==> config.mk <==
export PLATFORM = sky130hd
export DESIGN_NAME = clock_phase_gen
export DESIGN_NICKNAME = d
export VERILOG_FILES = /design/src/rtl/clock_phase_pkg.sv /design/src/rtl/clock_phase_cfg.sv /design/src/rtl/clock_phase_gen.sv
export SDC_FILE = /design/constraint.sdc
export NUM_CORES = 1
export LEC_CHECK = 0
export BUFFER_PORTS_ARGS = -buffer_cell sky130_fd_sc_hd__buf_2
export CAP_MARGIN = 25
export CORE_MARGIN = 4
export CORE_UTILIZATION = 59
export CTS_CLUSTER_DIAMETER = 150
export DETAILED_ROUTE_END_ITERATION = 10
export HOLD_SLACK_MARGIN = 0.06
export PLACE_DENSITY = 0.82
export SYNTH_ARGS = -nofsm -noshare
export SYNTH_HDL_FRONTEND = slang
export SYNTH_HIERARCHICAL = 1
export SYNTH_SLANG_ARGS = --single-unit
export TNS_END_PERCENT = 1
==> constraint.sdc <==
create_clock -name clk -period 3.1 [get_ports clk]
set_input_delay 0.31 -clock clk [delete_from_list [all_inputs] [get_ports clk]]
set_output_delay 0.31 -clock clk [all_outputs]
set_load 0.005 [all_outputs]
==> src/rtl/clock_phase_pkg.sv <==
// ---------------------------------------------------------------------------
// clock_phase_pkg
//
// Shared definitions for the clock_phase_gen slice.
//   - S_IDLE / S_RUN : state encoding of the slow-clock generator FSM
//   - DIV_MIN        : smallest period the generator can produce
//   - clampDiv       : legalises a requested period
//   - clampHigh      : legalises a requested high time against the
//                      legalised period
//
// The clamp helpers work on 32-bit words so that one definition serves
// every counter width up to 32 bits; callers size-cast in and out.
// ---------------------------------------------------------------------------
package clock_phase_pkg;

  localparam logic [0:0] S_IDLE = 1'b0;
  localparam logic [0:0] S_RUN  = 1'b1;

  localparam logic [31:0] DIV_MIN = 32'd2;

  // A period shorter than two cycles cannot hold both a high and a low
  // phase, so it is raised to the minimum.
  function automatic logic [31:0] clampDiv(input logic [31:0] divReq);
    return (divReq < DIV_MIN) ? DIV_MIN : divReq;
  endfunction

  // The high time must be at least one cycle and leave at least one low
  // cycle inside the (already clamped) period.
  function automatic logic [31:0] clampHigh(input logic [31:0] divReq,
                                            input logic [31:0] highReq);
    logic [31:0] divOk;
    logic [31:0] highOk;
    divOk  = clampDiv(divReq);
    highOk = (highReq == 32'd0) ? 32'd1 : highReq;
    if (highOk >= divOk) begin
      highOk = divOk - 32'd1;
    end
    return highOk;
  endfunction

endpackage

==> src/rtl/clock_phase_cfg.sv <==
// ---------------------------------------------------------------------------
// clock_phase_cfg
//
// Configuration path of clock_phase_gen: captures clamped load requests
// into a shadow register, holds them pending, and transfers them into the
// active period/high-time registers when the FSM signals a safe point.
//
// Ports:
//   clk            system clock
//   rst            synchronous active-high reset
//   cfg_load_i     one-cycle request to capture div_ratio_i/high_cycles_i
//   div_ratio_i    requested period in clk cycles
//   high_cycles_i  requested high cycles per period
//   apply_en_i     FSM says this edge is a legal point to switch config
//   div_act_o      active period
//   high_act_o     active high time
//   cfg_ack_o      one-cycle pulse after the edge that applied a config
// ---------------------------------------------------------------------------
module clock_phase_cfg
  import clock_phase_pkg::*;
#(
  parameter int CNT_W        = 8,
  parameter int DIV_DEFAULT  = 4,
  parameter int HIGH_DEFAULT = 2
) (
  input  logic             clk,
  input  logic             rst,
  input  logic             cfg_load_i,
  input  logic [CNT_W-1:0] div_ratio_i,
  input  logic [CNT_W-1:0] high_cycles_i,
  input  logic             apply_en_i,
  output logic [CNT_W-1:0] div_act_o,
  output logic [CNT_W-1:0] high_act_o,
  output logic             cfg_ack_o
);

  logic [CNT_W-1:0] shadowDiv_q;
  logic [CNT_W-1:0] shadowHigh_q;
  logic             pending_q;
  logic [CNT_W-1:0] divAct_q;
  logic [CNT_W-1:0] highAct_q;
  logic             ack_q;
  logic             applyNow;

  // Only a pending request can be applied; the shadow value read here is
  // the one captured before this edge, so a load on the apply edge simply
  // becomes the next pending request.
  assign applyNow = pending_q & apply_en_i;

  // Shadow capture, pending bookkeeping and active-register update.
  // A new load always leaves pending set, even on an apply edge, which is
  // what lets a coincident request survive to the following boundary.
  always_ff @(posedge clk) begin
    if (rst) begin
      shadowDiv_q  <= CNT_W'(DIV_DEFAULT);
      shadowHigh_q <= CNT_W'(HIGH_DEFAULT);
      pending_q    <= 1'b0;
      divAct_q     <= CNT_W'(DIV_DEFAULT);
      highAct_q    <= CNT_W'(HIGH_DEFAULT);
      ack_q        <= 1'b0;
    end else begin
      if (cfg_load_i) begin
        shadowDiv_q  <= CNT_W'(clampDiv(32'(div_ratio_i)));
        shadowHigh_q <= CNT_W'(clampHigh(32'(div_ratio_i), 32'(high_cycles_i)));
      end
      if (applyNow) begin
        divAct_q  <= shadowDiv_q;
        highAct_q <= shadowHigh_q;
      end
      pending_q <= cfg_load_i | (pending_q & ~apply_en_i);
      ack_q     <= applyNow;
    end
  end

  assign div_act_o  = divAct_q;
  assign high_act_o = highAct_q;
  assign cfg_ack_o  = ack_q;

endmodule

==> src/rtl/clock_phase_gen.sv <==
// ---------------------------------------------------------------------------
// clock_phase_gen
//
// Registered slow-clock generator with programmable period and high time,
// one-cycle rise/fall strobes and an N-phase step counter. Configuration
// changes take effect only at period wraps (or immediately while idle) and
// are acknowledged with a one-cycle cfg_ack pulse.
//
// Ports:
//   clk          system clock
//   rst          synchronous active-high reset
//   run          1 = generate, 0 = idle
//   stall        (only with CLOCK_PHASE_GEN_STALL_EN) freeze the period
//   cfg_load     one-cycle request to load div_ratio/high_cycles
//   div_ratio    requested period in clk cycles
//   high_cycles  requested high cycles per period
//   cfg_ack      pulse when a new config becomes active
//   clk_slow     registered divided clock
//   slow_rise    strobe in the first high cycle of a period
//   slow_fall    strobe in the first low cycle of a period
//   phase        phase index, advances once per slow period
//
// Optional build macro: CLOCK_PHASE_GEN_STALL_EN adds the stall input.
// Without it the generator behaves as if stall were tied low.
// CNT_W is limited to 32 bits by the shared clamp helpers.
// ---------------------------------------------------------------------------
module clock_phase_gen
  import clock_phase_pkg::*;
#(
  parameter int CNT_W        = 8,
  parameter int NUM_PHASES   = 4,
  parameter int DIV_DEFAULT  = 4,
  parameter int HIGH_DEFAULT = 2,
  localparam int PH_W        = $clog2(NUM_PHASES)
) (
  input  logic             clk,
  input  logic             rst,
  input  logic             run,
`ifdef CLOCK_PHASE_GEN_STALL_EN
  input  logic             stall,
`endif
  input  logic             cfg_load,
  input  logic [CNT_W-1:0] div_ratio,
  input  logic [CNT_W-1:0] high_cycles,
  output logic             cfg_ack,
  output logic             clk_slow,
  output logic             slow_rise,
  output logic             slow_fall,
  output logic [PH_W-1:0]  phase
);

  logic [0:0]       state_q,   state_d;
  logic [CNT_W-1:0] cnt_q,     cnt_d;
  logic             clkSlow_q, clkSlow_d;
  logic             rise_q,    rise_d;
  logic             fall_q,    fall_d;
  logic [PH_W-1:0]  phase_q,   phase_d;

  logic [CNT_W-1:0] divAct;
  logic [CNT_W-1:0] highAct;
  logic             stallIn;
  logic             wrap;
  logic [CNT_W-1:0] cntNext;
  logic             applyEn;

`ifdef CLOCK_PHASE_GEN_STALL_EN
  assign stallIn = stall;
`else
  assign stallIn = 1'b0;
`endif

  assign wrap    = (cnt_q == divAct - CNT_W'(1));
  assign cntNext = wrap ? '0 : cnt_q + CNT_W'(1);

  // While idle a pending config can go live at once; while running it
  // waits for the period wrap, and a stalled wrap does not count.
  assign applyEn = (state_q == S_IDLE) | (wrap & ~stallIn);

  clock_phase_cfg #(
    .CNT_W        (CNT_W),
    .DIV_DEFAULT  (DIV_DEFAULT),
    .HIGH_DEFAULT (HIGH_DEFAULT)
  ) u_cfg (
    .clk           (clk),
    .rst           (rst),
    .cfg_load_i    (cfg_load),
    .div_ratio_i   (div_ratio),
    .high_cycles_i (high_cycles),
    .apply_en_i    (applyEn),
    .div_act_o     (divAct),
    .high_act_o    (highAct),
    .cfg_ack_o     (cfg_ack)
  );

  // Next-state logic. Outputs are computed from the next counter value so
  // that clk_slow and the strobes are registered and line up with cnt.
  // Leaving RUN abandons the partial period and clears every output.
  always_comb begin
    state_d   = state_q;
    cnt_d     = cnt_q;
    clkSlow_d = clkSlow_q;
    rise_d    = 1'b0;
    fall_d    = 1'b0;
    phase_d   = phase_q;
    case (state_q)
      S_IDLE: begin
        cnt_d     = '0;
        clkSlow_d = 1'b0;
        phase_d   = '0;
        if (run) begin
          state_d   = S_RUN;
          clkSlow_d = 1'b1;
          rise_d    = 1'b1;
        end
      end
      default: begin
        if (!run) begin
          state_d   = S_IDLE;
          cnt_d     = '0;
          clkSlow_d = 1'b0;
          phase_d   = '0;
        end else if (!stallIn) begin
          cnt_d     = cntNext;
          clkSlow_d = (cntNext < highAct);
          rise_d    = (cntNext == '0);
          fall_d    = (cntNext == highAct);
          if (cntNext == '0) begin
            phase_d = (phase_q == PH_W'(NUM_PHASES - 1)) ? '0 : phase_q + PH_W'(1);
          end
        end
      end
    endcase
  end

  // State registers; reset drops back to idle with every output low.
  always_ff @(posedge clk) begin
    if (rst) begin
      state_q   <= S_IDLE;
      cnt_q     <= '0;
      clkSlow_q <= 1'b0;
      rise_q    <= 1'b0;
      fall_q    <= 1'b0;
      phase_q   <= '0;
    end else begin
      state_q   <= state_d;
      cnt_q     <= cnt_d;
      clkSlow_q <= clkSlow_d;
      rise_q    <= rise_d;
      fall_q    <= fall_d;
      phase_q   <= phase_d;
    end
  end

  assign clk_slow  = clkSlow_q;
  assign slow_rise = rise_q;
  assign slow_fall = fall_q;
  assign phase     = phase_q;

endmodule

After elaboration in Yosys (flattened, before gate mapping) --
Index checks and enable logic that the tools add are counted.
Word-level totals: bits of input ports 20, logic and storage cells 42, flip-flop bits (word level) 48
Cells by class: add/sub/neg operators 4, reduce and logical (&&, ||, !) cells 3, order comparisons 3, multiplexer cells 10, bitwise logic cells 7, eq/ne operators 3
Operator list (count):
- 32-bit greater-or-equal comparator | 1
- 8-bit two-way mux | 4
- 8-bit == test | 2
- 8-bit zero test | 2
- 8-bit by 1-bit subtractor with 8-bit output, second input constant | 2
- 8-bit by 1-bit adder with 8-bit output, second input constant | 1
- 8-bit by 2-bit less-than comparator with 1-bit output, second input constant | 1
- 8-bit less-than comparator | 1
- 1-bit two-way mux | 5
- 1-bit NOT | 3
- 3-bit OR reduction | 1
- 2-bit by 1-bit adder with 2-bit output, second input constant | 1
- 1-bit bitwise AND | 2
- 2-bit == test, second input constant | 1
- 2-bit two-way mux | 1
- 1-bit OR | 2

Depth between registers and ports, before layout --
depth in word-level cells 6, gate-level depth with buffers 15, depth with buffers taken out 14

Cells and area by module --
The synthesis kept the hierarchy.
By module, submodules not included:
- clock_phase_cfg | cells each 194, area an instance 1702.9 um^2, instances 1, seq. area each 680.7 um^2
- clock_phase_gen | cells each 142, area an instance 1138.6 um^2, instances 1, seq. area each 280.3 um^2

Worst setup path before layout --
OpenSTA, ideal clock, no wires.
path type flip-flop to flip-flop, start reg u_cfg.divAct_q[0], in the netlist u_cfg/div_act_o[0], end reg clkSlow_q, in the netlist clk_slow, cell stages (with the launch flop) 16, arrival 2640 ps, library setup time 74 ps, data required time 3026 ps, period minus slack after synthesis 2715 ps, slack 385 ps, cells stage by stage dfxtp_1 inv_1 ha_1 xnor2_1 and4b_1 a41oi_1 a211oi_2 buf_6 nor2_1 ha_1 nor2b_1 o21bai_1 a21oi_1 a211o_1 a21o_1 a31oi_1
Between the ends: cells in the longest elaborated chain, start to end 6
Ends and longest elaborated chain:
- start, declared | line clock_phase_cfg.sv:40 | logic [CNT_W-1:0] divAct_q;
- start signal, assigned | line clock_phase_cfg.sv:58 | divAct_q <= CNT_W'(DIV_DEFAULT);
- start signal, assigned | line clock_phase_cfg.sv:67 | divAct_q <= shadowDiv_q;
- 8-bit by 1-bit subtractor with 8-bit output | line clock_phase_gen.sv:72 | assign wrap = (cnt_q == divAct - CNT_W'(1));
- 8-bit == test | line clock_phase_gen.sv:72
- 8-bit two-way mux | line clock_phase_gen.sv:73 | assign cntNext = wrap ? '0 : cnt_q + CNT_W'(1);
- named net cntNext[1] | line clock_phase_gen.sv:63 | logic [CNT_W-1:0] cntNext;
- 8-bit less-than comparator | line clock_phase_gen.sv:124 | clkSlow_d = (cntNext < highAct);
- 1-bit two-way mux | line clock_phase_gen.sv:117 | if (!run) begin
- 1-bit two-way mux | line clock_phase_gen.sv:105 | case (state_q)
- end signal, assigned | line clock_phase_gen.sv:147 | clkSlow_q <= clkSlow_d;
- end, declared | line clock_phase_gen.sv:54 | logic clkSlow_q, clkSlow_d;
The timed path passes the listed nets, and every way through them passes these cells. A chain may end at the register's enable or synchronous reset.

Worst setup path in the final report --
start reg u_cfg.divAct_q[1], in the netlist u_cfg/div_act_o[1], end reg clkSlow_q, in the netlist clk_slow
Same word-level chain as after synthesis.

==> impl_metrics.json <==
{
  "synth_edf_count": 0,
  "fp.coreArea_sq_um": 4500,
  "die_x_um": 77.4,
  "numPortBuffers": 25,
  "htree_levels": 2,
  "wl_per_cell_um": 13.7,
  "syn_inst": 336,
  "worstSetupStartpointType": "register",
  "power_density_nw_per_um2": 419,
  "cts_made_buffers": 5,
  "crit_path_max_fanout": 6,
  "fin_tns_setup_ns": 0,
  "total_power_mw": 1.27,
  "arrival_ns": 3.05,
  "avgSynthCellArea_sq_um": 8.46,
  "yosysSeqAreaShare_pct": 33.8,
  "pre_cts_ws_ns": 0.263,
  "grt_pass1_vias": 2205,
  "maxCapViolations": 0,
  "reg2regPathDepth": 14,
  "rsz0062_at_grt": "no",
  "grt_usage_pct": 19.8,
  "dp_hpwl_mm": 4.15,
  "finalWirelength_mm": 5.46,
  "yosys.cell_count.top_type": "dfxtp_1",
  "grt_pass1_wl_mm": 9.85,
  "period_needed_ns": 2.83,
  "required_ns": 3.32,
  "slew_headroom_pct": 57.1,
  "syn_nets": 376,
  "yosys-top-cells-area": "dfxtp_1 (34%), ha_1 (8.8%), nand2_1 (5.8%)",
  "viasPerCell": 5.74,
  "antenna_found_initial": 0,
  "met3_usage_pct": 4.86,
  "placed_area_sq_um": 2930,
  "cp_slowest_cell": "dfxtp_1",
  "use_met1_pct": 27.2,
  "grt-busiest-layer": "met2",
  "clk_pin_slew_worst_paths_ns": 0.08,
  "holdPathEnd": "u_cfg/shadowDiv_q[5]$_SDFFE_PP0P_",
  "hold_depth": 3,
  "irDropWorstVdd_v": 0.000300,
  "yosys.cell_types.count": 58,
  "r2r_slack_ns": 0.27,
  "post_cts_buffers": 0,
  "postSynthRegisterBits": 48,
  "drc": 0,
  "instances_no_fill": 399,
  "netlist_top_cells_count": "dfxtp_1 (48), nand2_1 (44), nor2_1 (31), a21oi_1 (21)",
  "pin_count": 26,
  "p_leak_nw": 1.29,
  "hp-class": "in2reg",
  "root_buffer": "clkbuf_8",
  "timing.rr.end": "clk_slow$_SDFF_PP0_",
  "holdWs_ns": 0.287,
  "status": "finished clean",
  "ys.flop_type": "dfxtp_1",
  "grt_use_met2_pct": 31.2,
  "clock.fmax_mhz": 354,
  "fp.dieArea_sq_um": 5990,
  "synth_top_area_share_pct": 33.8,
  "skew_ns": 0.00234,
  "crit_family": "compound AO/OA/AOI/OAI gates",
  "start_util_pct": 63.1,
  "drv_slew": 0,
  "crit_type": "reg2reg",
  "ys_warn_count": 6,
  "critPathBufInv": 1,
  "drtIter0Drc": 143,
  "timing.critical_path.mode_cell": "ha_1",
  "clockBufferDepth": 2,
  "netlist.top_cell.by_area": "dfxtp_1",
  "grt_overflow": 0,
  "num_rows": 24,
  "cp_slowest_stage_delay_ns": 0.41,
  "setup_viol": 0,
  "end_kind": "register",
  "dieHeight_um": 77.4,
  "finalCritPeriodShare_pct": 91.2,
  "crit_chain": "inv_1 > ha_1 > xnor2_1 > and4b_1 > a41oi_1 > a211oi_4 > nor2_1 > ha_1 > nor2b_1 > o21bai_1 > a21oi_1 > a211o_1 > a21o_1 > a31oi_1",
  "insertion_delay_ns": 0.30,
  "grt_max_degree": 42,
  "fin_util_pct": 67.6,
  "dr.pass1.iters": 4,
  "r2r-start": "u_cfg/div_act_o[1]$_SDFFE_PP0P_",
  "syn_area_sq_um": 2840,
  "drive_above_1_share_pct": 15.6,
  "fin_area_sq_um": 3050,
  "vias": 2292,
  "dp.cells": 391,
  "area_growth_pct": 7.18,
  "nNetsFinal": 386,
  "cts_tree": "built",
  "cp-startpoint": "u_cfg/div_act_o[1]$_SDFFE_PP0P_",
  "worstMarginPinSlew_ns": 0.643,
  "holdBufCountCts": 0,
  "report.final.hold_viol_count": 0,
  "async_flop_share_pct": 0,
  "min_from": "div_ratio[5]",
  "postRouteAntennaNets": 0,
  "cts.sinks": 48,
  "place_congestion": 0.838,
  "n_antenna_cell": 0,
  "fin_ws_ns": 0.272
}
## report_power, final
| part | internal, mW | switching, mW |
|---|---|---|
| sequential | 0.643 | 0.0168 |
| clock | 0.239 | 0.198 |
| combinational | 0.0791 | 0.0983 |
## worst reg2reg max path: stages (launching register included)
cell and delay (ns):
dfxtp_1 0.41, inv_1 0.06, ha_1 0.25, xnor2_1 0.16, and4b_1 0.20, a41oi_1 0.07, a211oi_4 0.34, nor2_1 0.08
ha_1 0.29, nor2b_1 0.13, o21bai_1 0.12, a21oi_1 0.08, a211o_1 0.23, a21o_1 0.18, a31oi_1 0.16
## area by class of cell
| cell class | count | area [sq um] |
|---|---|---|
| clock buffer | 6 | 72.6 |
| timing repair buffer | 28 | 148 |
| sequential | 48 | 961 |
| clock inverter | 2 | 35.0 |
| tap | 52 | 65.1 |
| inverter | 20 | 75.1 |
| multi-input combinational | 243 | 1690 |
| fill | 365 | 1460 |
## sequential cells by signal, indices dropped and copies added (netlist names), 2 cells and up
register / cells
cnt_q: 8
u_cfg/div_act_o: 8
u_cfg/high_act_o: 8
u_cfg/shadowDiv_q: 8
u_cfg/shadowHigh_q: 8
phase: 2
## how the worst max path moves through the flow
stage                                     end  slack (ns)  cells after the start
after floorplan           clk_slow$_SDFF_PP0_        0.39                     15
after CTS                 clk_slow$_SDFF_PP0_        0.22                     14
after global placement    clk_slow$_SDFF_PP0_        0.34                     14
after detailed placement  clk_slow$_SDFF_PP0_        0.26                     14
after global routing      clk_slow$_SDFF_PP0_       0.005                     14
final                     clk_slow$_SDFF_PP0_        0.27                     14
## logic make-up after synthesis
group	after synthesis	share of synthesized area [%]
AOI/OAI and AO/OA	52	13.7
xor gates and xnor gates	19	5.86
adders and majority gates	20	8.81
buffers and inverters	45	7.00
DFF	48	33.8
muxes	11	3.92
and+or+nand+nor	141	26.9
## what timing repair did
action | 4_1_cts | 5_1_grt
endpoints found under the setup margin | 0 | 1
resized for setup | 0 | 2
endpoints found under the hold margin | 0 | 0
## placed cells by master (no fill, tap or decap), types with 3 or more instances in the layout
cell type	instances
and3_1	3
buf_4	3
buf_2	25
mux2i_1	10
nand2_1	44
a21oi_1	21
nor2_1	31
dfxtp_1	48
nand3b_1	4
o311ai_0	4
nor2b_1	4
nand4b_1	6
nand2b_1	6
nand4_1	4
a211o_1	3
clkbuf_8	5
ha_1	20
xor2_1	7
xnor2_1	12
a31oi_1	3
nor3_1	8
nand3_1	6
inv_1	20
and2_1	3
or3b_2	5
## metal layers
metal	wire length (um)	up-vias
met2	2560	29
met5	0	-
met1	2660	1080
met3	172	9
met4	70	0
li1	-	1174
Note: power is estimated with default switching activity, not from simulation.
